==> src/rtl/seg_reader.sv <==
// seg_reader: recovers a four-digit frame from a multiplexed, active-low
// seven-segment display bus by sampling it, debouncing each digit and
// assembling the digits in order.
//
// Ports:
//   clk    in   1   rising-edge clock
//   rst    in   1   synchronous active-high reset
//   seg    in   7   active-low segments {g,f,e,d,c,b,a}
//   an     in   4   active-low digit enables (one low = digit index)
//   value  out 16   last published frame, digit0 in [15:12] .. digit3 in [3:0]
//   valid  out  1   one-cycle pulse when value/err are updated
//   err    out  1   last published frame held an unrecognised pattern
//   busy   out  1   a frame is partially captured
module seg_reader #(
    parameter int unsigned STABLE_CYC = 4,
    parameter int unsigned TIMEOUT    = 1024
) (
    input  logic        clk,
    input  logic        rst,
    input  logic [6:0]  seg,
    input  logic [3:0]  an,
    output logic [15:0] value,
    output logic        valid,
    output logic        err,
    output logic        busy
);

    localparam int unsigned RUN_W = 8;
    localparam int unsigned TMO_W = 16;
    localparam logic [RUN_W-1:0] RUN_MAX  = RUN_W'(STABLE_CYC);
    localparam logic [TMO_W-1:0] TMO_LAST = TMO_W'(TIMEOUT - 1);

    // State code equals the index of the digit that state expects next.
    localparam logic [1:0] S_IDLE = 2'd0;
    localparam logic [1:0] S_CAP1 = 2'd1;
    localparam logic [1:0] S_CAP2 = 2'd2;
    localparam logic [1:0] S_CAP3 = 2'd3;

    logic [6:0]       r_seg, r_prev_seg;
    logic [3:0]       r_an, r_prev_an;
    logic [RUN_W-1:0] r_run;
    logic [TMO_W-1:0] r_tmo;
    logic [1:0]       r_state;
    logic [3:0]       r_d0, r_d1, r_d2;
    logic             r_err_acc;
    logic [15:0]      r_value;
    logic             r_valid;
    logic             r_err;

    logic             w_smp_ok;
    logic [1:0]       w_idx;
    logic             w_same;
    logic [RUN_W-1:0] w_run_nxt;
    logic             w_accept;
    logic [3:0]       w_code;
    logic             w_bad;
    logic [1:0]       w_state_nxt;
    logic             w_load0;
    logic             w_keep;
    logic             w_publish;

    // Pattern decode: returns {unrecognised, code}.
    function automatic logic [4:0] f_decode(input logic [6:0] s);
        case (s)
            7'b1000000: f_decode = 5'h00;
            7'b1111001: f_decode = 5'h01;
            7'b0100100: f_decode = 5'h02;
            7'b0110000: f_decode = 5'h03;
            7'b0011001: f_decode = 5'h04;
            7'b0010010: f_decode = 5'h05;
            7'b0000010: f_decode = 5'h06;
            7'b1111000: f_decode = 5'h07;
            7'b0000000: f_decode = 5'h08;
            7'b0010000: f_decode = 5'h09;
            default:    f_decode = 5'h1F;
        endcase
    endfunction

    // Sample qualification and digit index from the registered enables.
    always_comb begin
        w_smp_ok = 1'b1;
        w_idx    = 2'd0;
        case (r_an)
            4'b1110: w_idx = 2'd0;
            4'b1101: w_idx = 2'd1;
            4'b1011: w_idx = 2'd2;
            4'b0111: w_idx = 2'd3;
            default: w_smp_ok = 1'b0;
        endcase
    end

    assign w_same = (r_seg == r_prev_seg) && (r_an == r_prev_an);
    assign {w_bad, w_code} = f_decode(r_seg);

    // Run length of the current sample, saturating at STABLE_CYC.
    always_comb begin
        w_run_nxt = '0;
        if (w_smp_ok && w_same)
            w_run_nxt = (r_run == RUN_MAX) ? r_run : r_run + RUN_W'(1);
        else if (w_smp_ok)
            w_run_nxt = RUN_W'(1);
    end

    // Accept only on the sample that first reaches the threshold; a saturated run stays quiet.
    assign w_accept = (w_run_nxt == RUN_MAX) && !(w_same && (r_run == RUN_MAX));

    // Frame sequencing; acceptance takes precedence over timeout.
    always_comb begin
        w_state_nxt = r_state;
        w_load0     = 1'b0;
        w_keep      = 1'b0;
        w_publish   = 1'b0;
        if (w_accept) begin
            if (w_idx == 2'd0) begin
                w_state_nxt = S_CAP1;
                w_load0     = 1'b1;
            end else if ((r_state != S_IDLE) && (w_idx == r_state)) begin
                if (r_state == S_CAP3) begin
                    w_state_nxt = S_IDLE;
                    w_publish   = 1'b1;
                end else begin
                    w_state_nxt = r_state + 2'd1;
                    w_keep      = 1'b1;
                end
            end else if (r_state != S_IDLE) begin
                w_state_nxt = S_IDLE;
            end
        end else if ((r_state != S_IDLE) && (r_tmo == TMO_LAST)) begin
            w_state_nxt = S_IDLE;
        end
    end

    // State register.
    always_ff @(posedge clk) begin
        if (rst) r_state <= S_IDLE;
        else     r_state <= w_state_nxt;
    end

    // Input sampling, run and timeout counters.
    always_ff @(posedge clk) begin
        if (rst) begin
            r_seg      <= 7'b1111111;
            r_an       <= 4'b1111;
            r_prev_seg <= 7'b1111111;
            r_prev_an  <= 4'b1111;
            r_run      <= '0;
            r_tmo      <= '0;
        end else begin
            r_seg      <= seg;
            r_an       <= an;
            r_prev_seg <= r_seg;
            r_prev_an  <= r_an;
            r_run      <= w_run_nxt;
            if (w_accept || (w_state_nxt == S_IDLE)) r_tmo <= '0;
            else                                     r_tmo <= r_tmo + TMO_W'(1);
        end
    end

    // Digit capture, error accumulation and frame publication.
    always_ff @(posedge clk) begin
        if (rst) begin
            r_d0      <= '0;
            r_d1      <= '0;
            r_d2      <= '0;
            r_err_acc <= 1'b0;
            r_value   <= '0;
            r_valid   <= 1'b0;
            r_err     <= 1'b0;
        end else begin
            r_valid <= w_publish;
            if (w_load0) begin
                r_d0      <= w_code;
                r_err_acc <= w_bad;
            end else if (w_keep) begin
                if (w_idx == 2'd1) r_d1 <= w_code;
                else               r_d2 <= w_code;
                r_err_acc <= r_err_acc | w_bad;
            end
            if (w_publish) begin
                r_value <= {r_d0, r_d1, r_d2, w_code};
                r_err   <= r_err_acc | w_bad;
            end
        end
    end

    assign value = r_value;
    assign valid = r_valid;
    assign err   = r_err;
    assign busy  = (r_state != S_IDLE);

endmodule
==> config.mk <==
export PLATFORM = sky130hd
export DESIGN_NAME = seg_reader
export DESIGN_NICKNAME = d
export VERILOG_FILES = /design/src/rtl/seg_reader.sv
export SDC_FILE = /design/constraint.sdc
export NUM_CORES = 1
export LEC_CHECK = 0
export CAP_MARGIN = 0
export CORE_UTILIZATION = 50
export CTS_BUF_LIST = sky130_fd_sc_hd__clkbuf_2 sky130_fd_sc_hd__clkbuf_4 sky130_fd_sc_hd__clkbuf_8
export DETAILED_ROUTE_END_ITERATION = 10
export HOLD_SLACK_MARGIN = 0.12
export PLACE_DENSITY = 0.72
export SYNTH_ARGS = -nofsm -noshare
export SYNTH_HDL_FRONTEND = slang
export SYNTH_SLANG_ARGS = --single-unit
export TNS_END_PERCENT = 20
==> constraint.sdc <==
create_clock -name clk -period 4.6 [get_ports clk]
set_clock_uncertainty 0.2 [all_clocks]
set_input_delay 0.46 -clock clk [delete_from_list [all_inputs] [get_ports clk]]
set_output_delay 0.46 -clock clk [all_outputs]
set_load 0.02 [all_outputs]
==> flow_metrics.py <==
metrics = {
    "drt": {
        "avgRoutedWirePerCell_um": 12.6,
        "top_layer": "met4",
        "routed_wirelength_mm": 6.36,
        "viasPerCell": 5.12,
        "antenna_left": 0,
        "met1_length_mm": 3.09,
        "drc": 0,
        "vias": 2584,
        "firstDrtPassIters": 4,
        "wl_met3_um": 203,
        "drt_iter0_markers": 93,
        "wl_met2_mm": 2.92,
    },
    "final_layout": {
        "final_cell_mix": "dfxtp_1 (79), nand2_1 (38), clkdlybuf4s50_1 (31), mux2i_1 (29), xor2_1 (25)",
        "layout_commonest_cell": "dfxtp_1",
        "syn_to_final_growth_pct": 16.0,
        "ff_latch_area_mm2": 0.00158,
        "nFillCells": 599,
        "fin_nets": 422,
        "multiInputGateArea_mm2": 0.00189,
        "drive_gt1_frac": 0.154,
        "antennaDiodeCount": 0,
        "post-route-util": 0.608,
    },
    "timing": {
        "fmax_ghz": 0.338,
        "relSlewSlack": 0.332,
        "period_needed_ps": 2950,
        "whs_ps": 260,
        "setup_viol": 0,
        "worst_pin_slew_ps": 1000,
        "fin_crit_sh": 0.642,
        "final.setup.tns_ps": 0,
        "rsz0062_at_grt": "no",
        "fin_ws_ps": 1650,
        "hold_violations": 0,
        "drv_slew": 0,
    },
    "clocking": {
        "cts_tree": "yes",
        "cts-root-buf": "clkbuf_8",
        "ctsResizeCount": 0,
        "cts_setup_buffers": 0,
        "clk_latency_ps": 340,
        "ctsHtreeMaxLevel": 3,
        "clkTransAtPathRegs_ps": 80,
        "numCtsBuffers": 9,
        "clockBufferDepth": 2,
        "clock_sink_count": 79,
        "postCtsHoldBufs": 0,
    },
    "floorplanning": {
        "num_io_pins": 32,
        "dieArea_mm2": 0.00754,
        "die_h_um": 86.9,
        "die_x_um": 86.9,
        "row_count": 30,
        "start_util": 0.524,
        "core_region_area_mm2": 0.00687,
    },
    "yosys": {
        "postSynthAreaPerCell_um2": 9.52,
        "synthesis.instances": 378,
        "synthDistinctLibCells": 53,
        "ys_async_sr_fraction": 0,
        "synth_compound_area_frac": 0.0653,
        "synthXorXnorAreaFrac": 0.0852,
        "yosysSeqAreaShare": 0.439,
        "synthMuxAreaShare": 0.0838,
        "ys_seq_elements": 79,
        "synth_warnings": 0,
        "netlist_area_mm2": 0.00360,
        "yosys.area_share.simple": 0.272,
        "synth-adder-area-share": 0.0174,
        "syn_nets": 396,
        "synth-edff-count": 0,
        "synth_top_family_by_area": "simple AND/OR/NAND/NOR gates",
        "synth-main-ff-cell": "dfxtp_1",
    },
    "worst_setup_path": {
        "required_ps": 4590,
        "crit_arrival_ps": 2940,
        "crit_type": "flop to flop",
        "crit_path_start_kind": "flop",
        "critPathCaptureType": "flop",
        "crit_fanout": 16,
    },
    "power": {
        "switchingPower_w": 0.000299,
        "ir_drop_uv": 168,
        "pwr-share-clk": 0.423,
        "leakage_nw": 1.60,
        "p_seq_frac": 0.527,
        "power.density_mw_per_mm2": 321,
        "fin_total_pwr_w": 0.00134,
        "power_frac_comb": 0.050,
        "switching_share": 0.223,
        "internal-power_w": 0.00104,
    },
    "grt": {
        "grt_pass1_vias": 2419,
        "grt.total_usage": 0.187,
        "grt_first_pass_wirelength_mm": 10.9,
        "antenna_found_initial": 0,
        "grt_max_degree": 33,
        "gr-total-overflow": 0,
    },
    "job": {
        "cap_violations": 0,
    },
    "status": {
        "status": "complete, no violations",
    },
    "place": {
        "preCtsSetupSlack_ps": 1570,
        "dp_hpwl_mm": 4.45,
        "globalplace.congestion": 0.868,
        "io_buffers": 31,
    },
    "min_path": {
        "min_path_type": "flop to flop",
    },
}
[cell usage after synthesis (3+ instances only)]
cell      instances  area share
nand2b_1          5      0.0087
xor2_1           25       0.061
nor2_2            3      0.0052
nand4b_1          4      0.0097
clkbuf_1          8      0.0083
nor4_1            5      0.0087
or3_1             3      0.0052
and3_1            6       0.010
mux2i_1          29       0.081
nor2_1           23       0.024
nand3b_1          3      0.0063
nor3_1            7      0.0097
nor2_4            8       0.025
a21oi_1           6      0.0083
nor4_2            3       0.010
ha_1              5       0.017
o21ai_0           6      0.0083
nand4_1           3      0.0052
inv_1            10       0.010
nand2_1          38       0.040
and2_1            3      0.0052
dfxtp_1          79        0.44
xnor2_1          10       0.024
nand3_1          22       0.031
or2_2            22       0.038
buf_2             7      0.0097
[final timing paths]
kind / from / end / slack (ps) / cells after the start
max: r_run[0] / r_tmo[3] / 1650 / 8
min: value[6] / value[6] / 260 / 2
max reg2reg: r_run[0] / r_tmo[3] / 1650 / 8
min reg2reg: value[6] / value[6] / 260 / 2
[kinds of logic (layout without fill, tap and decap cells)]
| group | after synthesis | count (layout) |
|---|---|---|
| xor gates and xnor gates | 35 | 35 |
| muxes | 30 | 30 |
| and+or+nand+nor | 170 | 170 |
| adders and majority gates | 5 | 5 |
| DFF | 79 | 79 |
| buffers and inverters | 28 | 59 |
| AOI/OAI and AO/OA | 31 | 31 |
[through the flow]
step,cell area [µm²],cells
2_1_floorplan,3600,378
3_3_place_gp,3950,489
3_5_place_dp,3950,489
4_1_cts,4170,505
5_1_grt,4170,505
6_report,4170,505
[flip-flops by register name, summed over array words and instances (netlist names)]
name	flops
r_d2	4
r_prev_seg	7
r_an	4
r_d0	4
r_run	8
value	16
valid	1
r_err_acc	1
r_seg	7
err	1
r_tmo	16
r_prev_an	4
r_d1	4
r_state	2
[layer usage]
layer | GRT usage | vias up
li1 | - | 1345
met3 | 0.0360 | 11
met4 | 0.105 | 0
met5 | 0 | -
met1 | 0.236 | 1180
met2 | 0.301 | 48
[cell type report]
type | instances | share of cell area
clock buffer | 10 | 0.0315
clock inverter | 6 | 0.0222
inverter | 10 | 0.00899
multi-input combinational | 271 | 0.452
sequential | 79 | 0.379
tap | 96 | 0.0288
timing repair buffer | 33 | 0.0779
[power groups by stage]
stage | clock network (W) | registers, W | logic [W]
after floorplan | 0 | 0.000713 | 0.0000562
after global placement | 0 | 0.000722 | 0.0000660
after detailed placement | 0 | 0.000723 | 0.0000673
after CTS | 0.000579 | 0.000707 | 0.0000677
after global routing | 0.000608 | 0.000709 | 0.0000755
final | 0.000567 | 0.000707 | 0.0000675
[critical path, stage by stage, from the launching register on]
cell	delay, ps
dfxtp_1	360
ha_1	250
nand2b_1	180
o32ai_2	290
o2111ai_2	190
nor3_2	190
buf_4	210
or4_1	790
nor2_1	120
Power figures use the tool's default switching activity.
